**src/rtl/mem_arb_pkg.sv**
```systemverilog
// Shared types and limits for the two-port memory arbiter.
package mem_arb_pkg;

  typedef enum logic [1:0] {
    IDLE  = 2'd0,
    ISSUE = 2'd1,
    WAIT  = 2'd2,
    RESP  = 2'd3
  } state_t;

  typedef logic       port_t;
  typedef logic [1:0] cnt_t;

  localparam port_t PORT0 = 1'b0;
  localparam port_t PORT1 = 1'b1;

  localparam int MEM_LAT_MIN = 1;
  localparam int MEM_LAT_MAX = 4;

  // Out-of-range latencies are pulled to the nearest legal value so the counter never wraps.
  function automatic int clamp_lat(input int lat);
    if (lat < MEM_LAT_MIN) begin
      return MEM_LAT_MIN;
    end else if (lat > MEM_LAT_MAX) begin
      return MEM_LAT_MAX;
    end else begin
      return lat;
    end
  endfunction

endpackage

```
**src/rtl/rr_pick.sv**
```systemverilog
// Combinational 2-way round-robin picker: on a tie the port that did not win last time wins.
module rr_pick
  import mem_arb_pkg::*;
(
  input  logic req0,
  input  logic req1,
  input  logic last_grant,
  output logic grant_valid,
  output logic grant_idx
);

  // Winner selection
  always_comb begin
    grant_valid = req0 | req1;
    if (req0 && req1) begin
      grant_idx = ~last_grant;
    end else if (req1) begin
      grant_idx = PORT1;
    end else begin
      grant_idx = PORT0;
    end
  end

endmodule

```
**src/rtl/mem_arbiter.sv**
```systemverilog
// Two-port round-robin arbiter and sequencer for a single-port memory with fixed read latency.
// One transaction is in flight at a time; all outputs come straight from flops.
module mem_arbiter
  import mem_arb_pkg::*;
#(
  parameter int ADDR_W  = 32,
  parameter int DATA_W  = 32,
  parameter int MEM_LAT = 1
) (
  input  logic              clk,
  input  logic              reset,
  input  logic              req0,
  input  logic              req1,
  input  logic              we0,
  input  logic              we1,
  input  logic [ADDR_W-1:0] addr0,
  input  logic [ADDR_W-1:0] addr1,
  input  logic [DATA_W-1:0] wdata0,
  input  logic [DATA_W-1:0] wdata1,
  output logic              ack0,
  output logic              ack1,
  output logic [DATA_W-1:0] rdata0,
  output logic [DATA_W-1:0] rdata1,
  output logic              mem_en,
  output logic              mem_we,
  output logic [ADDR_W-1:0] mem_addr,
  output logic [DATA_W-1:0] mem_wdata,
  input  logic [DATA_W-1:0] mem_rdata
);

  localparam cnt_t LAT_M1 = cnt_t'(clamp_lat(MEM_LAT) - 1);

  state_t            r_state;
  state_t            w_next_state;
  port_t             r_last_grant;
  port_t             r_cmd_win;
  logic              r_cmd_we;
  logic [ADDR_W-1:0] r_cmd_addr;
  logic [DATA_W-1:0] r_cmd_wdata;
  logic [DATA_W-1:0] r_rdata0;
  logic [DATA_W-1:0] r_rdata1;
  cnt_t              r_cnt;
  logic              r_mem_en;
  logic              r_mem_we;
  logic              r_ack0;
  logic              r_ack1;

  logic              w_grant_valid;
  port_t             w_grant_idx;
  logic              w_latch;
  logic              w_cap;
  logic              w_sel_we;
  logic [ADDR_W-1:0] w_sel_addr;
  logic [DATA_W-1:0] w_sel_wdata;
  logic              w_mem_en_nxt;
  logic              w_mem_we_nxt;
  logic              w_ack0_nxt;
  logic              w_ack1_nxt;

  rr_pick u_pick (
    .req0        (req0),
    .req1        (req1),
    .last_grant  (r_last_grant),
    .grant_valid (w_grant_valid),
    .grant_idx   (w_grant_idx)
  );

  // State register
  always_ff @(posedge clk or negedge reset) begin
    if (!reset) begin
      r_state <= IDLE;
    end else begin
      r_state <= w_next_state;
    end
  end

  // Next-state logic; requests are only looked at in IDLE
  always_comb begin
    w_next_state = r_state;
    case (r_state)
      IDLE: begin
        if (w_grant_valid) begin
          w_next_state = ISSUE;
        end else begin
          w_next_state = IDLE;
        end
      end
      ISSUE: begin
        if (r_cmd_we) begin
          w_next_state = RESP;
        end else begin
          w_next_state = WAIT;
        end
      end
      WAIT: begin
        if (r_cnt == 2'd0) begin
          w_next_state = RESP;
        end else begin
          w_next_state = WAIT;
        end
      end
      RESP:    w_next_state = IDLE;
      default: w_next_state = IDLE;
    endcase
  end

  // Output decode: next values for the registered strobes, acks and winner's command
  always_comb begin
    w_latch = (r_state == IDLE) && w_grant_valid;
    w_cap   = (r_state == WAIT) && (r_cnt == 2'd0);
    if (w_grant_idx == PORT1) begin
      w_sel_we    = we1;
      w_sel_addr  = addr1;
      w_sel_wdata = wdata1;
    end else begin
      w_sel_we    = we0;
      w_sel_addr  = addr0;
      w_sel_wdata = wdata0;
    end
    w_mem_en_nxt = w_latch;
    w_mem_we_nxt = w_latch & w_sel_we;
    w_ack0_nxt   = (w_next_state == RESP) && (r_cmd_win == PORT0);
    w_ack1_nxt   = (w_next_state == RESP) && (r_cmd_win == PORT1);
  end

  // Command, counter, read-data and output registers
  always_ff @(posedge clk or negedge reset) begin
    if (!reset) begin
      r_last_grant <= PORT1;
      r_cmd_win    <= PORT0;
      r_cmd_we     <= 1'b0;
      r_cmd_addr   <= '0;
      r_cmd_wdata  <= '0;
      r_cnt        <= 2'd0;
      r_rdata0     <= '0;
      r_rdata1     <= '0;
      r_mem_en     <= 1'b0;
      r_mem_we     <= 1'b0;
      r_ack0       <= 1'b0;
      r_ack1       <= 1'b0;
    end else begin
      r_mem_en <= w_mem_en_nxt;
      r_mem_we <= w_mem_we_nxt;
      r_ack0   <= w_ack0_nxt;
      r_ack1   <= w_ack1_nxt;
      // The command registers double as the held memory address/data between accesses
      if (w_latch) begin
        r_cmd_win    <= w_grant_idx;
        r_cmd_we     <= w_sel_we;
        r_cmd_addr   <= w_sel_addr;
        r_cmd_wdata  <= w_sel_wdata;
        r_last_grant <= w_grant_idx;
      end
      if (r_state == ISSUE) begin
        r_cnt <= LAT_M1;
      end else if ((r_state == WAIT) && (r_cnt != 2'd0)) begin
        r_cnt <= r_cnt - 2'd1;
      end
      if (w_cap && (r_cmd_win == PORT0)) begin
        r_rdata0 <= mem_rdata;
      end
      if (w_cap && (r_cmd_win == PORT1)) begin
        r_rdata1 <= mem_rdata;
      end
    end
  end

  assign ack0      = r_ack0;
  assign ack1      = r_ack1;
  assign rdata0    = r_rdata0;
  assign rdata1    = r_rdata1;
  assign mem_en    = r_mem_en;
  assign mem_we    = r_mem_we;
  assign mem_addr  = r_cmd_addr;
  assign mem_wdata = r_cmd_wdata;

endmodule
```
**config.mk**
```make
export PLATFORM = sky130hd
export DESIGN_NAME = mem_arbiter
export DESIGN_NICKNAME = d
export VERILOG_FILES = /design/src/rtl/mem_arb_pkg.sv /design/src/rtl/rr_pick.sv /design/src/rtl/mem_arbiter.sv
export SDC_FILE = /design/constraint.sdc
export NUM_CORES = 1
export LEC_CHECK = 0
export CAP_MARGIN = 10
export CORE_UTILIZATION = 33
export DETAILED_ROUTE_END_ITERATION = 10
export PLACE_DENSITY_LB_ADDON = 0.2
export SLEW_MARGIN = 40
export SYNTH_ARGS = -nofsm -noshare
export SYNTH_HDL_FRONTEND = slang
export SYNTH_SLANG_ARGS = --single-unit
```
**constraint.sdc**
```tcl
create_clock -name clk -period 1.41 [get_ports clk]
set_input_delay 0.2115 -clock clk [delete_from_list [all_inputs] [get_ports clk]]
set_output_delay 0.2115 -clock clk [all_outputs]
set_load 0.05 [all_outputs]
```
==> summary by stage, run 1 <==
Route
The violation count after the first detailed-route iteration is 208. The final antenna-violating net count is 0. The pre-antenna-repair detailed-routing pass consisted of 5 iterations. Using the TritonRoute via totals, the vias-per-cell ratio works out to about 4.9. The number of DRC violations after detailed routing is 0. The via count of the routed design is 5320. Dividing the detail-routed wire length by the instance count gives 18.78 µm. The detailed-route wire length is 20250 µm.

Setup path
The worst setup path is captured at a flip-flop. The largest driver fanout on the critical path is 13. By startpoint and endpoint, the worst setup path is classified as flip-flop to flip-flop. The data arrival time of the critical path is between 1500 and 2000 ps. The required time reported for the critical path endpoint is about 1700 ps. The startpoint type of the worst setup path is a flip-flop.

STA
The worst-case setup margin in the final layout is -104.3 ps. The share of the cycle needed by the critical path after routing is 107.4%. The timing-limited maximum frequency is 660.4 MHz. The routed design could run at a clock period as short as 1514 ps.

On the final layout, the worst clock skew is 6.533 ps. The setup total negative slack is -4618 ps. For the pin with the worst max-slew slack, the measured transition is 420.7 ps. The worst relative slew slack is 71.95%. Setup repair after global routing could not meet its margin everywhere. The total count of hold-check failures in the final report is 0. The final setup violation count is 80. The number of slew-limit violations in the final report is 0. Hold timing on the final database bottoms out at a slack of 296.5 ps.

Place
The final RePlAce weighted congestion is slightly above 0.8. Once detailed placement completed, the half-perimeter wirelength came to 14140 µm. The number of placed instances, taps included, is 1030. The number of buffer cells added on primary ports is a little under 300.

Floorplanning
From left edge to right edge, the die measures 134.1 µm. The floorplan core area is 0.01682 mm². The initial standard-cell utilization of the core is 34.23%. In this run the vertical extent of the chip is 134.1 µm. The number of top-level pins is 298. The standard-cell row count is 47. The die covers ~0.018 mm².

Synthesis
The netlist uses 27 different library cells. The synthesized netlist net count is about 700. The largest area contributor in the netlist is sky130_fd_sc_hd__dfrtp_1. After technology mapping, the gate count stands at 525. The most used flip-flop cell after synthesis is sky130_fd_sc_hd__dfrtp_1.

The cell area that synthesis handed to floorplanning was 0.005757 mm². The count of state elements after synthesis is 139. The number of synthesized flops with an enable pin is 0.

The area share of the leading cell type in the synthesized netlist is between 50% and 60%. After synthesis, the cell types taking the most area are sky130_fd_sc_hd__dfrtp_1, sky130_fd_sc_hd__mux2_1, sky130_fd_sc_hd__a21oi_1, sky130_fd_sc_hd__nor2_1, sky130_fd_sc_hd__nand2_1. The mean instance size in the synthesized netlist is 10.97 µm². In the synthesized netlist the async set-or-reset flop fraction comes to 100.0%. The Yosys step of the flow raised 0 warnings. Summing the sequential cell areas from Yosys gives 60.44% of the chip area.

Pwr
The analysis attributes to net switching a power of 14.89 mW. The share of total power dissipated in combinational logic is 63.0%. Power spread over the standard cell area amounts to just under 3000 mW/mm². The analysis attributes to cell leakage a power of roughly 5.3 nW. The switching part of the total is 42.85%. The post-route total power is ~35 mW. Cell internal power was estimated by the tool at 19.86 mW.

The clock network power share is 13.1%. Registers are responsible for 23.9% of the overall power. The worst ir drop on vdd is 1.430 mV.

CTS
CTS saw 139 sinks. The number of buffers inserted during clock tree synthesis is 17. The clock network latency to the later pin of the worst-skew pair is between 400 and 500 ps. The H-tree depth is 4. The maximum clock insertion buffer count is 2. TritonCTS built the clock tree.

The CTS clock-pin slew for the worst setup and hold paths is approximately 60 ps. The root buffer cell chosen for the clock tree is sky130_fd_sc_hd__clkbuf_16.

Job
The number of max-cap violations is 0.

Layout
In the layout the commonest cells are sky130_fd_sc_hd__clkdlybuf4s50_1, sky130_fd_sc_hd__buf_12, sky130_fd_sc_hd__dfrtp_1. The post-layout net count is 1015. The most frequent standard cell in the layout excluding fill and tap cells is sky130_fd_sc_hd__clkdlybuf4s50_1. The post-route netlist has 33.84% of its cells at a drive strength greater than 1. Relative to the synthesized area, the layout overhead comes to 102.3%. Excluding fillers, the count of instances in the completed layout stands at 1078.

Hold path
The min-delay analysis places its worst path in the category primary input to async pin.

GRT
Global routing finished with a remaining overflow of 0. Across every metal layer, demand over resource in global routing totals between 20% and 30%. The via count of the first global-routing pass came to about 5700. The pin count of the biggest net entering global routing is 43.

The first global-routing pass estimated between 30000 and 40000 µm of wire. The number of antenna violations at the first check in global routing is 1.

Status
The run finished, with violations left. The checks that failed: setup timing.
==> Yosys cell counts, types with 4 or more instances <==
library cell / number
sky130_fd_sc_hd__nand2_1: 64
sky130_fd_sc_hd__buf_2: 21
sky130_fd_sc_hd__mux2_1: 64
sky130_fd_sc_hd__buf_6: 5
sky130_fd_sc_hd__inv_1: 4
sky130_fd_sc_hd__clkbuf_1: 4
sky130_fd_sc_hd__a21oi_1: 131
sky130_fd_sc_hd__buf_4: 4
sky130_fd_sc_hd__dfrtp_1: 138
sky130_fd_sc_hd__ha_1: 5
sky130_fd_sc_hd__nor2_1: 69
==> kinds of logic (layout without fill, tap and decap cells) <==
logic type | count (synthesis) | count (layout) | share of synthesized area [%]
and+or+nand+nor | 138 | 138 | 9.259
buffers and inverters | 39 | 371 | 3.912
DFF | 139 | 139 | 60.44
xor gates and xnor gates | 1 | 1 | 0.1522
other | 0 | 1 | 0
AOI/OAI and AO/OA | 138 | 138 | 12.45
muxes | 65 | 65 | 12.69
adders and majority gates | 5 | 5 | 1.087
==> per-stage QoR <==
| step | utilization, % | worst slack (ps) | cell area, µm² |
|---|---|---|---|
| after floorplan | - | -18.70 | 5778 |
| after global placement | 62.19 | -203.9 | 10460 |
| after detailed placement | 62.19 | -266.0 | 10460 |
| after CTS | 68.60 | -87.80 | 11540 |
| after global routing | 69.23 | -136.7 | 11640 |
| final | 69.23 | -104.3 | 11640 |
==> flip-flops by register name, indices dropped and copies added, names as in the netlist <==
name	flops
rdata0	32
r_cmd_win	1
rdata1	32
r_cnt	2
mem_we	1
mem_addr	32
r_state	2
r_last_grant	1
ack1	1
r_cmd_we	1
ack0	1
mem_en	1
mem_wdata	32
==> final timing paths <==
path                            slack (ps)      endpoint       start  depth (start not counted)
worst max-delay path                  -100     rdata1[6]  r_state[1]                          5
worst min-delay path                   300    rdata0[25]       reset                          2
worst max register to register        -100     rdata1[6]  r_state[1]                          5
worst min register to register         560     rdata1[6]   rdata1[6]                          1
max in group asynchronous              530    rdata0[19]       reset                          3
min in group clk                       340  mem_wdata[2]   wdata0[2]                          3
==> final cells by class <==
type | instances | area, µm²
multi-input cells | 347 | 2420
repair buffers | 334 | 4846
clock inverters | 14 | 170.2
clock buffers | 18 | 429.2
well taps | 220 | 275.3
diodes | 1 | 2.502
inverters | 5 | 21.27
fillers | 1128 | 5175
flip-flops and latches | 139 | 3480
==> routing by layer <==
layer | track usage (%) | wire, µm
met4 | 10.24 | 733
met1 | 26.40 | 7641
met2 | 39.29 | 10270
met3 | 6.841 | 1604
met5 | 0 | 0
==> critical path, stage by stage, from the launching register on <==
cell	delay [ps]
sky130_fd_sc_hd__dfrtp_1	420
sky130_fd_sc_hd__ha_4	180
sky130_fd_sc_hd__buf_6	110
sky130_fd_sc_hd__nand3_4	160
sky130_fd_sc_hd__buf_16	190
sky130_fd_sc_hd__mux2_1	320
==> power by group through the flow <==
stage / sequential [mW] / clock, mW / combinational, mW
2_1_floorplan: 13.7 / 0 / 3.42
3_3_place_gp: 8.15 / 0 / 19.7
3_5_place_dp: 8.31 / 0 / 20.0
4_1_cts: 8.30 / 4.65 / 21.7
5_1_grt: 8.55 / 4.84 / 22.7
6_report: 8.31 / 4.56 / 21.9
==> timing repair <==
item / 4_1_cts / 5_1_grt
setup endpoints to repair: 133 / 134
endpoints found under the hold margin: 36 / 0
gates cloned: 4 / 1
pin swaps: 4 / 1
hold buffers: 1 / 0
buffers inserted: 9 / 0
gates resized for setup: 77 / 22
Power figures use the tool's default switching activity.
==> run 2, diff against run 1 <==
--- a/config.mk
+++ b/config.mk
@@ -6,10 +6,11 @@
 export NUM_CORES = 1
 export LEC_CHECK = 0
 export CAP_MARGIN = 10
-export CORE_UTILIZATION = 33
+export CORE_UTILIZATION = 36
 export DETAILED_ROUTE_END_ITERATION = 10
 export PLACE_DENSITY_LB_ADDON = 0.2
 export SLEW_MARGIN = 40
 export SYNTH_ARGS = -nofsm -noshare
 export SYNTH_HDL_FRONTEND = slang
+export SYNTH_HIERARCHICAL = 1
 export SYNTH_SLANG_ARGS = --single-unit
==> summary by stage, run 2 <==
Hold path
The class of the worst hold path is primary input to async pin.

Layout
The growth of design area from synthesis to finish is 94.47%. The post-layout net count is 957 (-5.7%). The library cells used most frequently in the layout, excluding fill and tap cells, are sky130_fd_sc_hd__clkdlybuf4s50_1, sky130_fd_sc_hd__buf_12, sky130_fd_sc_hd__dfrtp_1. The design area was 0.01154 mm² (-0.92%). The fraction of layout instances using a drive strength above 1 was 34.29% (+0.45 points). The number of diodes added for antenna fixing is 0 (-1).

The filler cell count is 1062 (-5.9%). The core occupancy in the finished layout came to 72.10% (+2.9 points). The final non-filler cell total is 1015 (-5.8%).

The library cell used most frequently in the layout, excluding fill and tap cells, is sky130_fd_sc_hd__clkdlybuf4s50_1.

CTS
The clock network latency to the later pin of the worst-skew pair is 410 ps (about the same). The CTS clock-pin slew for the worst setup and hold paths is 60 ps (about the same). The H-tree depth was 4 (unchanged). The tree is rooted in a sky130_fd_sc_hd__clkbuf_16. The number of buffers inserted during clock tree synthesis is 17 (unchanged).

The clock tree from TritonCTS is built. The number of sinks driven by the clock tree was 139 (unchanged). The maximum clock insertion buffer count is 2 (unchanged).

GRT
The pin count of the biggest net entering global routing is 52 (+21%). The first-pass GRT wire length was 25830 µm (-18%). The via count of the first global-routing pass was 4957 (-14%). The global router's overall resource usage is 20.29% (-2.6 points).

The number of antenna violations at the first check in global routing was 0 (-1). The aggregate global routing overflow is 0 (unchanged).

Setup path
Among all stages on the critical path, the largest delay is contributed by sky130_fd_sc_hd__dfrtp_1. The worst path buffer plus inverter count was 2 (unchanged). STA classifies the critical path endpoint as a flip-flop.

The data arrival time of the critical path is 1710 ps (-100 ps). The required time reported for the critical path endpoint came to 1690 ps (about the same). The kind of cell with the highest combined delay along the critical path is flip-flops. The critical path class is flip-flop to flip-flop. The largest driver fanout on the critical path is 14 (+1).

The worst setup path is launched from a flip-flop. The largest stage delay on the critical path is 390 ps (-30 ps). Walking the worst path, the cells encountered are inv_2 > ha_4 > nand3b_4 > buf_12 > mux2_1.

Floorplanning
The number of top-level pins came to 298 (unchanged). The floorplan core area came to 0.01600 mm² (-4.9%). The horizontal extent of the die is 130.4 µm (-2.8%). The die area is 0.01700 mm² (-5.5%). The initial standard-cell utilization of the core was 37.07% (+2.8 points).

The standard-cell row count is 46 (-2.1%). The vertical die dimension is 130.4 µm (-2.8%).

Synthesis
The number of synthesized flops with an enable pin came to 0 (unchanged). Yosys attributes the largest share of cell area to sky130_fd_sc_hd__dfrtp_1, sky130_fd_sc_hd__mux2i_1, sky130_fd_sc_hd__mux2_4, sky130_fd_sc_hd__mux2_1, sky130_fd_sc_hd__o21ai_0. The synthesized netlist net count is 627 (-9.9%). The share of synthesized flip-flops with an asynchronous set or reset is 100.0% (unchanged). The count of state elements after synthesis came to 139 (unchanged). The count of warnings emitted by yosys is 6 (+6). The number of distinct library cells after synthesis came to 27 (unchanged). The most common flop cell mapped by yosys is sky130_fd_sc_hd__dfrtp_1. Yosys instantiated no cell more often than sky130_fd_sc_hd__dfrtp_1. The mapped cell area is 0.005932 mm² (+3.0%). The mean instance size in the synthesized netlist is 13.01 µm² (+19%). The largest area contributor in the netlist is sky130_fd_sc_hd__dfrtp_1.

The cell count after synthesis came to 456 (-13%). The proportion of synthesized chip area in sequential cells came to 58.66% (-1.8 points). The commonest cells after synthesis are sky130_fd_sc_hd__dfrtp_1, sky130_fd_sc_hd__nand2_1, sky130_fd_sc_hd__mux2i_1. The area share of the leading cell type in the synthesized netlist is 58.22% (-1.8 points).

Place
The post-placement worst setup slack is -299.8 ps (-33.85 ps). The number of cells in the design after placement came to 973 (-5.5%). The number of buffer cells added on primary ports was 297 (unchanged). The instance area at placement is 0.01072 mm² (+2.5%).

The final HPWL from detailed placement is 13310 µm (-5.8%). The final RePlAce weighted congestion came to 0.7512 (-8.8%).

STA
The worst-case setup margin in the final layout is -16.14 ps (+88.19 ps). The maximum clock skew at final layout is 8.845 ps (+2.312 ps). The number of slew-limit violations in the final report is 0 (unchanged). The total count of hold-check failures in the final report is 0 (unchanged). The timing-limited maximum frequency came to 701.2 MHz (+6.2%).

The final setup violation count is 5 (-94%). The share of the cycle needed by the critical path after routing came to 101.1% (-6.3 points). The slew at the pin with the worst max-slew slack is 394.5 ps (-26.19 ps).

Setup repair after global routing could not meet its margin everywhere. The worst relative slew slack is 73.70% (+1.7 points). The final critical delay including setup and external delays is 1426 ps (-88.19 ps).

Pwr
The leakage power is 5.330 nW (+0.77%). The total power per unit cell area is 2835 mW/mm² (-5.0%). The worst ir drop on vdd is 1.399 mV (-2.2%).

Route
The final antenna-violating net count was 0 (unchanged). The number of optimization iterations in the first detailed-route pass is 4 (-1). The number of DRC violations after detailed routing was 0 (unchanged). The detailed-route wire length is 17910 µm (-12%). The via count of the routed design was 4796 (-9.8%). The violation count after the first detailed-route iteration was 164 (-21%). The routed via count divided by cell count is 4.725 (-4.3%). The average wire length per cell after detail routing was 17.64 µm (-6.1%).

Job
The number of max-cap violations is 0 (unchanged).

Status
The checks that failed: setup timing. The run finished, with violations left.
## run 2: cell count changes in the layout (fill, tap and decap cells not counted), sizes merged, moves of 2 or more
cell / previous run / this run
a21oi: 131 / 1
buf: 168 / 171
bufinv: 3 / 0
clkbuf: 19 / 22
clkinv: 5 / 3
clkinvlp: 4 / 6
inv: 7 / 9
mux2i: 1 / 65
nand2: 64 / 71
nor2: 69 / 3
o21ai: 1 / 64
## run 2: logic make-up after synthesis
kind of cell / synth area share, %
adders and majority gates: 1.055
muxes: 25.02
DFF: 58.66
AOI/OAI and AO/OA: 6.012
and+or+nand+nor: 5.590
xor gates and xnor gates: 0.1477
buffers and inverters: 3.522
## run 2: area by class of cell
| class | count | area (µm²) | share of cell area [%] |
|---|---|---|---|
| Clock inverter | 12 | 90.09 | 0.7809 |
| Sequential cell | 139 | 3480 | 30.16 |
| Tap cell | 216 | 270.3 | 2.343 |
| Timing Repair Buffer | 338 | 4801 | 41.62 |
| Multi-Input combinational cell | 284 | 2406 | 20.86 |
| Inverter | 6 | 22.52 | 0.1952 |
| Clock buffer | 20 | 466.7 | 4.046 |
## run 2: timing repair
action                                  CTS  global route
cloned                                    0             4
endpoints found under the setup margin   67           128
pin swaps                                 0             4
resized for setup                        11            33
buffers inserted                          2             3
hold buffers                              1             0
hold endpoints to repair                 30             0
## run 2: routing by layer
metal,wire (µm),share of wire (%),global-route usage [%]
met1,6873,38,23.62
met2,9353,52,35.01
met5,0,0,0
met4,157,0.88,5.544
met3,1525,8.5,7.626
## run 2: where the power goes
part           switching, mW  internal, mW  total, mW  leakage (nW)
sequential              2.16          5.99       8.15          1.68
combinational           10.0          10.4       20.4          3.39
clock                   1.75          2.40       4.15         0.257
## run 2: path summary, 6_finish.rpt
path	startpoint	end	slack [ps]	depth (start not counted)
worst min register to register	r_last_grant	r_last_grant	500	2
worst max-delay path	r_state[0]	rdata0[7]	-20	5
max in group asynchronous	reset	mem_addr[29]	580	3
min in group clk	wdata0[17]	mem_wdata[17]	430	3
worst max register to register	r_state[0]	rdata0[7]	-20	5
worst min-delay path	reset	rdata1[12]	280	2
## run 2: per-stage QoR
stage	total power, mW	hold slack [ps]	TNS, ps
6_report	32.71	282.2	-47.55
5_1_grt	34.11	295.4	-1730
4_1_cts	32.25	289.0	-138.3
3_5_place_dp	27.87	152.4	-19850
3_3_place_gp	27.48	145.8	-16210
2_1_floorplan	17.01	-84.09	0
